===== src/rtl/button_conditioner_if.sv =====
// ---------------------------------------------------------------------------
// button_conditioner_if
//
// Bundles the raw pushbutton/switch inputs and the conditioned outputs of
// button_conditioner.
//
//   master : the board side. Drives the raw keys/switches and observes the
//            clean levels and pulses.
//   slave  : the conditioner itself.
//
// Signals
//   Run_n_raw            raw Run key, active-low, asynchronous
//   ClearA_LoadB_n_raw   raw ClearA_LoadB key, active-low, asynchronous
//   SW_raw               raw slide switches, asynchronous
//   Run                  debounced Run level, active-high
//   ClearA_LoadB         debounced ClearA_LoadB level, active-high
//   Run_pulse            one-cycle strobe on Run 0->1
//   ClearA_LoadB_pulse   one-cycle strobe on ClearA_LoadB 0->1
//   SW                   synchronized switch value
// ---------------------------------------------------------------------------
interface button_conditioner_if #(
  parameter int SW_W = 8
);
  logic            Run_n_raw;
  logic            ClearA_LoadB_n_raw;
  logic [SW_W-1:0] SW_raw;
  logic            Run;
  logic            ClearA_LoadB;
  logic            Run_pulse;
  logic            ClearA_LoadB_pulse;
  logic [SW_W-1:0] SW;

  modport master (
    output Run_n_raw, ClearA_LoadB_n_raw, SW_raw,
    input  Run, ClearA_LoadB, Run_pulse, ClearA_LoadB_pulse, SW
  );

  modport slave (
    input  Run_n_raw, ClearA_LoadB_n_raw, SW_raw,
    output Run, ClearA_LoadB, Run_pulse, ClearA_LoadB_pulse, SW
  );
endinterface


===== src/rtl/button_conditioner.sv =====
// ---------------------------------------------------------------------------
// button_conditioner
//
// Input conditioning in front of the multiplier control FSM. The two
// active-low keys are brought into the Clk domain with 2-flop synchronizers
// and then debounced: a channel's level only changes after DB_LIMIT
// consecutive cycles disagreeing with it, and any single agreeing cycle
// restarts the count. A registered pulse marks the cycle a level first
// reads 1. The switches are only synchronized (2-cycle latency).
//
// Parameters
//   DB_LIMIT  consecutive stable cycles needed to accept a key change
//             (2 .. 2**DB_CNT_W-1)
//   DB_CNT_W  debounce counter width
//   SW_W      switch bus width
//
// Ports
//   Clk    system clock, all state changes on posedge
//   Reset  synchronous active-high reset
//   bus    button_conditioner_if.slave (raw inputs, clean outputs)
//
// Build option
//   BTN_INTERLOCK_EN  when defined, ClearA_LoadB cannot rise while Run is
//                     high (its counter is held at 0 while its level is 0),
//                     so no operand load can be requested mid-multiply.
// ---------------------------------------------------------------------------
module button_conditioner #(
  parameter int DB_LIMIT = 50000,
  parameter int DB_CNT_W = 16,
  parameter int SW_W     = 8
) (
  input  logic                 Clk,
  input  logic                 Reset,
  button_conditioner_if.slave  bus
);

  // Channel index 0 = Run, 1 = ClearA_LoadB.
  localparam int                NK       = 2;
  localparam logic [DB_CNT_W-1:0] LIMIT_M1 = DB_CNT_W'(DB_LIMIT - 1);

  logic [NK-1:0]       key_s1;
  logic [NK-1:0]       key_s2;
  logic [SW_W-1:0]     sw_s1;
  logic [SW_W-1:0]     sw_s2;

  logic [NK-1:0]       level;
  logic [NK-1:0]       pulse;
  logic [DB_CNT_W-1:0] cnt       [NK];

  logic [NK-1:0]       level_nxt;
  logic [NK-1:0]       pulse_nxt;
  logic [DB_CNT_W-1:0] cnt_nxt   [NK];
  logic [NK-1:0]       hold;

  // Interlock: while Run is high, a low ClearA_LoadB level is frozen.
  // A ClearA_LoadB level that is already high is left alone so it can
  // release normally.
  always_comb begin
    hold = '0;
`ifdef BTN_INTERLOCK_EN
    hold[1] = level[0] & ~level[1];
`else
    hold[1] = 1'b0;
`endif
  end

  // Debounce next-state for both channels.
  always_comb begin
    // NOTE: every output of this block gets a default first, so no path
    // leaves a signal unassigned and no latch is inferred.
    level_nxt = level;
    pulse_nxt = '0;
    cnt_nxt   = cnt;
    for (int i = 0; i < NK; i++) begin
      if (hold[i] || (~key_s2[i] == level[i])) begin
        cnt_nxt[i] = '0;
      end else if (cnt[i] == LIMIT_M1) begin
        // DB_LIMIT-th consecutive mismatch: accept the new level. The pulse
        // is registered alongside so it is high exactly when level first
        // reads 1, and never on release.
        level_nxt[i] = ~key_s2[i];
        pulse_nxt[i] = ~key_s2[i];
        cnt_nxt[i]   = '0;
      end else begin
        cnt_nxt[i] = cnt[i] + 1'b1;
      end
    end
  end

  always_ff @(posedge Clk) begin
    // NOTE: all state uses non-blocking assignments so every flop samples
    // pre-edge values; blocking here would collapse the synchronizer
    // stages into a single flop.
    if (Reset) begin
      key_s1 <= '1;
      key_s2 <= '1;
      sw_s1  <= '0;
      sw_s2  <= '0;
      level  <= '0;
      pulse  <= '0;
      // NOTE: the counter array is reset explicitly; a reset in the middle
      // of a debounce must discard the partial count.
      for (int i = 0; i < NK; i++) begin
        cnt[i] <= '0;
      end
    end else begin
      key_s1 <= {bus.ClearA_LoadB_n_raw, bus.Run_n_raw};
      key_s2 <= key_s1;
      sw_s1  <= bus.SW_raw;
      sw_s2  <= sw_s1;
      level  <= level_nxt;
      pulse  <= pulse_nxt;
      for (int i = 0; i < NK; i++) begin
        cnt[i] <= cnt_nxt[i];
      end
    end
  end

  assign bus.Run                = level[0];
  assign bus.ClearA_LoadB       = level[1];
  assign bus.Run_pulse          = pulse[0];
  assign bus.ClearA_LoadB_pulse = pulse[1];
  assign bus.SW                 = sw_s2;

endmodule


===== src/flat_wrapper.sv =====
// flat-port wrapper written by rule: the top's interface ports become plain ports
module button_conditioner_flat 
#(
  parameter int DB_LIMIT = 50000,
  parameter int DB_CNT_W = 16,
  parameter int SW_W     = 8
)
  (Clk, Reset, bus_Run_n_raw, bus_ClearA_LoadB_n_raw, bus_SW_raw, bus_Run, bus_ClearA_LoadB, bus_Run_pulse, bus_ClearA_LoadB_pulse, bus_SW);
  button_conditioner_if #(.SW_W(SW_W)) bus_i ();
  input  logic Clk;
  input  logic Reset;
  input wire logic [$bits(bus_i.Run_n_raw)-1:0] bus_Run_n_raw;
  input wire logic [$bits(bus_i.ClearA_LoadB_n_raw)-1:0] bus_ClearA_LoadB_n_raw;
  input wire logic [$bits(bus_i.SW_raw)-1:0] bus_SW_raw;
  output wire logic [$bits(bus_i.Run)-1:0] bus_Run;
  output wire logic [$bits(bus_i.ClearA_LoadB)-1:0] bus_ClearA_LoadB;
  output wire logic [$bits(bus_i.Run_pulse)-1:0] bus_Run_pulse;
  output wire logic [$bits(bus_i.ClearA_LoadB_pulse)-1:0] bus_ClearA_LoadB_pulse;
  output wire logic [$bits(bus_i.SW)-1:0] bus_SW;
  assign bus_i.Run_n_raw = bus_Run_n_raw;
  assign bus_i.ClearA_LoadB_n_raw = bus_ClearA_LoadB_n_raw;
  assign bus_i.SW_raw = bus_SW_raw;
  assign bus_Run = bus_i.Run;
  assign bus_ClearA_LoadB = bus_i.ClearA_LoadB;
  assign bus_Run_pulse = bus_i.Run_pulse;
  assign bus_ClearA_LoadB_pulse = bus_i.ClearA_LoadB_pulse;
  assign bus_SW = bus_i.SW;
  button_conditioner #(.DB_LIMIT(DB_LIMIT), .DB_CNT_W(DB_CNT_W), .SW_W(SW_W)) u_core (.Clk(Clk), .Reset(Reset), .bus(bus_i));
endmodule

===== config.mk =====
export PLATFORM = sky130hd
export DESIGN_NAME = button_conditioner_flat
export DESIGN_NICKNAME = d
export VERILOG_FILES = /design/src/rtl/button_conditioner_if.sv /design/src/rtl/button_conditioner.sv /design/src/flat_wrapper.sv
export SDC_FILE = /design/constraint.sdc
export NUM_CORES = 1
export LEC_CHECK = 0
export CAP_MARGIN = 20
export CORE_MARGIN = 1
export CORE_UTILIZATION = 30
export DETAILED_ROUTE_END_ITERATION = 8
export PLACE_DENSITY = 0.47
export SYNTH_ARGS = -nofsm -noshare
export SYNTH_HDL_FRONTEND = slang
export SYNTH_SLANG_ARGS = --single-unit

===== constraint.sdc =====
create_clock -name Clk -period 2.4 [get_ports Clk]
set_input_delay 0.48 -clock Clk [delete_from_list [all_inputs] [get_ports Clk]]
set_output_delay 0.48 -clock Clk [all_outputs]
set_load 0.03 [all_outputs]

; ---- Word level (Yosys, flattened, before mapping)
; Index checks and enable logic that the tools add are counted.
[totals]
regBits = 56
output_inout_bits = 12
word_cells = 28
[op_classes]
add_sub_neg = 2
n_eq_ne = 4
n_bitwise = 6
reduce_logical = 6
[op_table]
columns = cell, count
row1 = $add A16 B1 Y16 const B, 2
row2 = $eq A16 B16 Y1 const B, 2
row3 = $reduce_or A3 Y1, 4
row4 = $not A1 Y1, 6
row5 = $reduce_and A2 Y1, 2
row6 = $eq A1 B1 Y1, 2

; ---- Logic depth before layout (Yosys ltp)
; Gate-level depths: netlist of run 1.
[depth]
ltp_word = 4
ltp_mapped = 7
ltp_nobuf = 5

; ---- Worst setup path after synthesis of run 1
; No wires, ideal clock.
[synth_timing]
path_type = register -> register
startpoint = register u_core.cnt[5] in the netlist's numbering
endpoint = register u_core.cnt[10] in the netlist's numbering
setup_time_ps = 115
arrival_time_ps = 1562
t_required_ps = 2285
slack_ps = 724
stages_incl_launch_ff = 7
cell_sequence = dfxtp_1 or4_4 nor4_4 or2_1 buf_6 buf_8 nor2_1
[synth_via]
elab_chain_len = 2
elab_cells_between_ends = 3
cone_classes = add/sub: 1 / eq/ne: 1 / reduce/logical: 1
[synth_rtl]
columns = item, line
row1 = start: declaration, button_conditioner.sv:48  ; logic [DB_CNT_W-1:0] cnt [NK];
row2 = start signal: indexed assignment, button_conditioner.sv:114  ; cnt[i] <= cnt_nxt[i];
row3 = "parallel branches: the longest is 2 deep, another holds $add A16 B1 Y16", -
; Several ways; the timed one is not identified.
; A chain may end at the register's enable or synchronous reset.

; ---- Worst setup path in the final report of run 1
[layout_timing]
startpoint = register u_core.cnt[0] in the netlist's numbering
endpoint = register u_core.cnt[8] in the netlist's numbering
; Same word-level chain as after synthesis.

==> results of run 1 <==
[registers in the layout, summed over array words and instances (netlist names)]
signal / flops
u_core.bus.SW: 8
u_core.cnt: 32
u_core.key_s1: 2
u_core.key_s2: 2
u_core.level: 2
u_core.pulse: 2
u_core.sw_s1: 8
[cell families after synthesis]
logic type	Yosys count	share of synthesized area [%]
simple gates	115	29.8
flops	56	53.2
xor+xnor	28	11.6
buf+inv	10	2.67
compound gates	4	1.07
fa+ha+maj	2	1.19
mux	1	0.475
[critical path, stage by stage (launching register included)]
cell	delay, ps
dfxtp_1	390
ha_1	200
nand3_1	270
nor4_4	410
or2_1	480
nor2_1	100
[routing by layer]
metal | vias to the layer above | routed length [um]
li1 | 786 | -
met1 | 663 | 1810
met2 | 17 | 1560
met3 | 2 | 118
met4 | 0 | 32
met5 | - | 0
[metrics by stage]
step	cells	area [sq um]	hold WS (ps)	util (%)	setup slack (ps)
final	340	2530	424	37.2	420
after global routing	340	2530	439	37.2	186
after CTS	340	2530	431	37.2	366
after detailed placement	332	2440	402	35.9	390
after global placement	332	2440	393	35.9	466
after floorplan	216	2110	389	-	724
[power by group]
group / leakage (uW) / internal (uW) / switching [uW]
sequential: 0.000456 / 945 / 4.60
combinational: 0.000294 / 36.1 / 28.9
clock: 0.0000485 / 210 / 306
[placed cells by master, fill, tap and decap left out, types with 2 or more instances in the layout]
cell type,instances
nor2b_1,16
nor3_1,6
a21oi_1,3
inv_1,5
nand2_1,10
nand3_1,11
xnor2_1,18
or2_2,6
xor2_1,10
dfxtp_1,56
nand4_1,10
clkbuf_8,5
and3_1,3
nor4_1,9
nor2_1,33
buf_4,2
ha_1,2
clkdlybuf4s50_1,23
[final cells by class]
class	count	share of cell area (%)
inverters	5	0.743
clock inverters	3	0.891
flip-flops and latches	56	44.4
well taps	96	4.75
repair buffers	25	9.70
clock buffers	5	2.72
multi-input cells	150	36.8
[path summary, 6_finish.rpt]
kind	start	to	slack, ps	cells after the start
setup / recovery	u_core.cnt[0]	u_core.cnt[8]	420	5
hold / removal	u_core.key_s1[0]	u_core.key_s2[0]	420	1
setup reg to reg	u_core.cnt[0]	u_core.cnt[8]	420	5
hold reg to reg	u_core.key_s1[0]	u_core.key_s2[0]	420	1
==> reports/metrics.cfg, run 1 <==
[sta]
final.setup.tns_ps = 0
slew_headroom_pct = 65.6
period_share_pct = 82.5
max_freq_mhz = 505
hold_viol = 0
tightest_slew_ps = 516
final.min_clock_period_ps = 1980
rsz0062_at_grt = no
fin_skew_ps = 6.95
slew_violations = 0
setup_violations = 0

[logic_synthesis]
ys_ff_latch = 56
avgSynthCellArea_sq_um = 9.76
synth.cell_area_sq_um = 2110
ys_seq_area_share_pct = 53.2
synth_top_area_share_pct = 53.2
synth-edff-count = 0
yosysUniqueCellTypes = 31
yosysWarnings = 0
synth_most_common_cell = dfxtp_1
async_reset_ff_share_pct = 0
syn_nets = 230
synth.area.top_cells = dfxtp_1, xnor2_1, nor2_1, nor2b_1, xor2_1
syn_inst = 216
synth_top_area_cell = dfxtp_1
synth_common_cells = dfxtp_1, nor2_1, xnor2_1
synthFlopType = dfxtp_1

[global_routing]
grt_use_met3_pct = 3.37
met1_usage_pct = 14.5
grt_overflow = 0
globalRoute.busiestLayer = met2
grt_max_degree = 19
grt.met2_usage_pct = 16.7
grt_usage_pct = 11.0
grt_pass1_wl_mm = 6.39
antenna_found_initial = 0
grt_pass1_vias = 1399

[die]
die_x_um = 85.8
top_level_ports = 24
die-area_sq_um = 7370
dieHeight_um = 85.8
fp.coreArea_sq_um = 6790
initial_core_util_pct = 31.0
rows = 30

[layout]
nNetsFinal = 257
area.growth.synth_to_final_pct = 19.9
multi_input_area_sq_um = 931
drive_gt1_share_pct = 7.38
seqCellArea_sq_um = 1120
fill_cells = 692
diodes = 0

[clock_network]
postCtsSetupRepairBufs = 0
cts_tree = built
numCtsBuffers = 5
cts.sinks = 56
htreeDepth = 2
clockBufferDepth = 2
path_clk_slew_ps = 100
ctsResizeCount = 0
root_buffer = clkbuf_8
clock_latency_ps = 310
ctsHoldBuffers = 0

[route]
routed_wl_mm = 3.52
wl_per_cell_um = 10.4
drc_errors = 0
drtIter0Drc = 53
ant_nets = 0
vias = 1468
dr.pass1.iters = 4
via_per_inst = 4.32

[power]
power_uw = 1530
leakagePower_uw = 0.000798
irDropWorstVdd_mv = 0.271
power_density_nw_per_um2 = 606

[setup_path]
critPathRequiredTime_ps = 2580
worst_setup_path_start_kind = flip-flop
cp_max_fo = 15
worstPathArrival_ps = 2160
worstSetupEndpointType = flip-flop
crit_type = flip-flop to flip-flop

[outcome]
outcome = complete, no violations

[placed_design]
gp_congestion = 0.759
io_buffers = 23
dp.final_hpwl_mm = 2.46

[run]
maxCapViolations = 0

[min_path]
hold_class = flip-flop to flip-flop

Note: power is estimated with default switching activity, not from simulation.
==> run 2, diff against run 1 <==
PLACE_DENSITY = 0.49   (was 0.47)
clock period = 1.6 ns   (was 2.4 ns; I/O delays follow)
==> reports/metrics.cfg, run 2 (synthesized netlist as in run 1, its figures left out) <==
[placed_design]
gp_congestion = 0.756
pre_cts_slack_ps = 47.2
dp.final_hpwl_mm = 2.79
io_buffers = 23

[clock_network]
clockBufferDepth = 2
cts.sinks = 56
cts_tree = built
path_clk_slew_ps = 100
ctsHoldBuffers = 0
htreeDepth = 2
clock_latency_ps = 300
numCtsBuffers = 5
root_buffer = clkbuf_8

[run]
maxCapViolations = 0

[min_path]
hp-start = u_core.key_s1[0]
holdPathEnd = u_core.key_s2[0]
min_path_cells = 1
hold_class = flip-flop to flip-flop

[outcome]
outcome = complete, no violations

[global_routing]
grt_pass1_wl_mm = 6.77
grt_pass1_vias = 1485
grt_max_degree = 18
grt_use_met3_pct = 2.60
globalRoute.busiestLayer = met2
grt_overflow = 0
antenna_found_initial = 0
grt.met2_usage_pct = 17.8
met1_usage_pct = 15.9
grt_usage_pct = 11.4

[die]
rows = 30
fp.coreArea_sq_um = 6790
top_level_ports = 24
die_x_um = 85.8
die-area_sq_um = 7370
initial_core_util_pct = 31.0
dieHeight_um = 85.8

[power]
p_seq_share_pct = 62.2
clkPwrFrac_pct = 33.2
p_switching_uw = 500
power_density_nw_per_um2 = 818
internal_power_uw = 1790
leakagePower_uw = 0.00101
power_frac_comb_pct = 4.6
irDropWorstVdd_mv = 0.516
swShare_pct = 21.9

[layout]
layout_commonest_cell = dfxtp_1
diodes = 0
top_register = u_core.cnt
nNetsFinal = 286
fin_util_pct = 41.2
area.growth.synth_to_final_pct = 32.7
final_cell_mix = dfxtp_1, nor2_1, buf_4
drive_gt1_share_pct = 21.6
largest_reg_flops = 32

[setup_path]
worstPathArrival_ps = 1770
rr_worst_depth = 5
r2r-start = u_core.cnt[12]
r2r_slack_ps = 20
cp_max_fo = 15
critPathRequiredTime_ps = 1790
cpPeakStageDelay_ps = 540
worstSetupEndpointType = flip-flop
slowest_stage = or4_4
crit_chain = or4_4 > nor4_4 > or2_1 > buf_12 > nor2_1
r2r_end = u_core.cnt[12]
worst_setup_path_start_kind = flip-flop
crit_type = flip-flop to flip-flop

[sta]
rsz0062_at_grt = yes
fin_skew_ps = 7.98
final.min_clock_period_ps = 1580
hold_viol = 0
setup_violations = 0
period_share_pct = 98.6
max_freq_mhz = 634
setup_ws_ps = 23.2
tightest_slew_ps = 338
slew_headroom_pct = 77.3
slew_violations = 0

[route]
ant_nets = 0
wl_per_cell_um = 10.6
drc_errors = 0
vias = 1591
dr.pass1.iters = 4
drtIter0Drc = 16
via_per_inst = 4.31
routed_wl_mm = 3.89

[run 2: changes by cell type in the layout (fill, tap and decap cells not counted), sizes merged]
cell	delta
inv	-1
clkinvlp	+1
dlygate4sd2	+12
clkdlybuf4s50	-12
clkinv	-1
clkbuf	+1
buf	+29
[run 2: worst max-delay path by stage]
stage	endpoint	slack [ps]	cells past startpoint	startpoint
floorplan	u_core.cnt[4]	-10	6	u_core.cnt[7]
global placement	u_core.cnt[11]	60	5	u_core.cnt[7]
detailed placement	u_core.cnt[7]	50	5	u_core.cnt[7]
CTS	u_core.cnt[14]	20	5	u_core.cnt[7]
global route	u_core.level[1]	-70	5	u_core.cnt[12]
finish	u_core.cnt[12]	20	5	u_core.cnt[12]
[run 2: worst max-delay path: cells and delay by family (launching register included)]
family        cells  cell delay, ps
buf+inv           1             150
flops             1             330
simple gates      4            1000
[run 2: area by class of cell]
| cell class | instances | area (sq um) |
|---|---|---|
| timing repair buffer | 54 | 473 |
| sequential | 56 | 1130 |
| clock inverter | 2 | 16.3 |
| fill | 684 | 4000 |
| tap | 96 | 120 |
| clock buffer | 6 | 72.6 |
| inverter | 5 | 18.8 |
| multi-input combinational | 150 | 966 |
[run 2: power groups by stage]
stage               Combinational [uW]  Sequential [uW]  Clock (uW)
floorplan                         33.5             1470           0
global placement                   112             1460           0
detailed placement                 113             1460           0
CTS                                107             1420         799
global route                       115             1430         858
finish                             105             1420         760
[run 2: metrics by stage]
stage	setup TNS, ps	area, sq um	instances	hold WS [ps]	total power (uW)
2_1_floorplan	-110	2120	216	389	1510
4_1_cts	0	2750	367	422	2330
3_3_place_gp	0	2680	359	392	1570
5_1_grt	-670	2800	369	428	2400
6_report	0	2800	369	418	2290
3_5_place_dp	0	2680	359	397	1570
[run 2: timing repair]
action / in CTS / in global routing
resized for setup: 12 / 10
setup endpoints to repair: 12 / 18
pin swaps: 0 / 5
setup buffers: 0 / 2
[run 2: layer usage]
layer	vias to the layer above	share of wire, %
met1	731	50
li1	842	-
met3	2	3.3
met2	16	46
met5	-	0
met4	0	0.46
==> run 3, diff against run 2 <==
ABC_CLOCK_PERIOD_IN_PS = 1600   (was unset)
CAP_MARGIN = unset   (was 20)
==> results of run 3 <==
No change in the layout: final DEF, timing and power equal those of run 2.
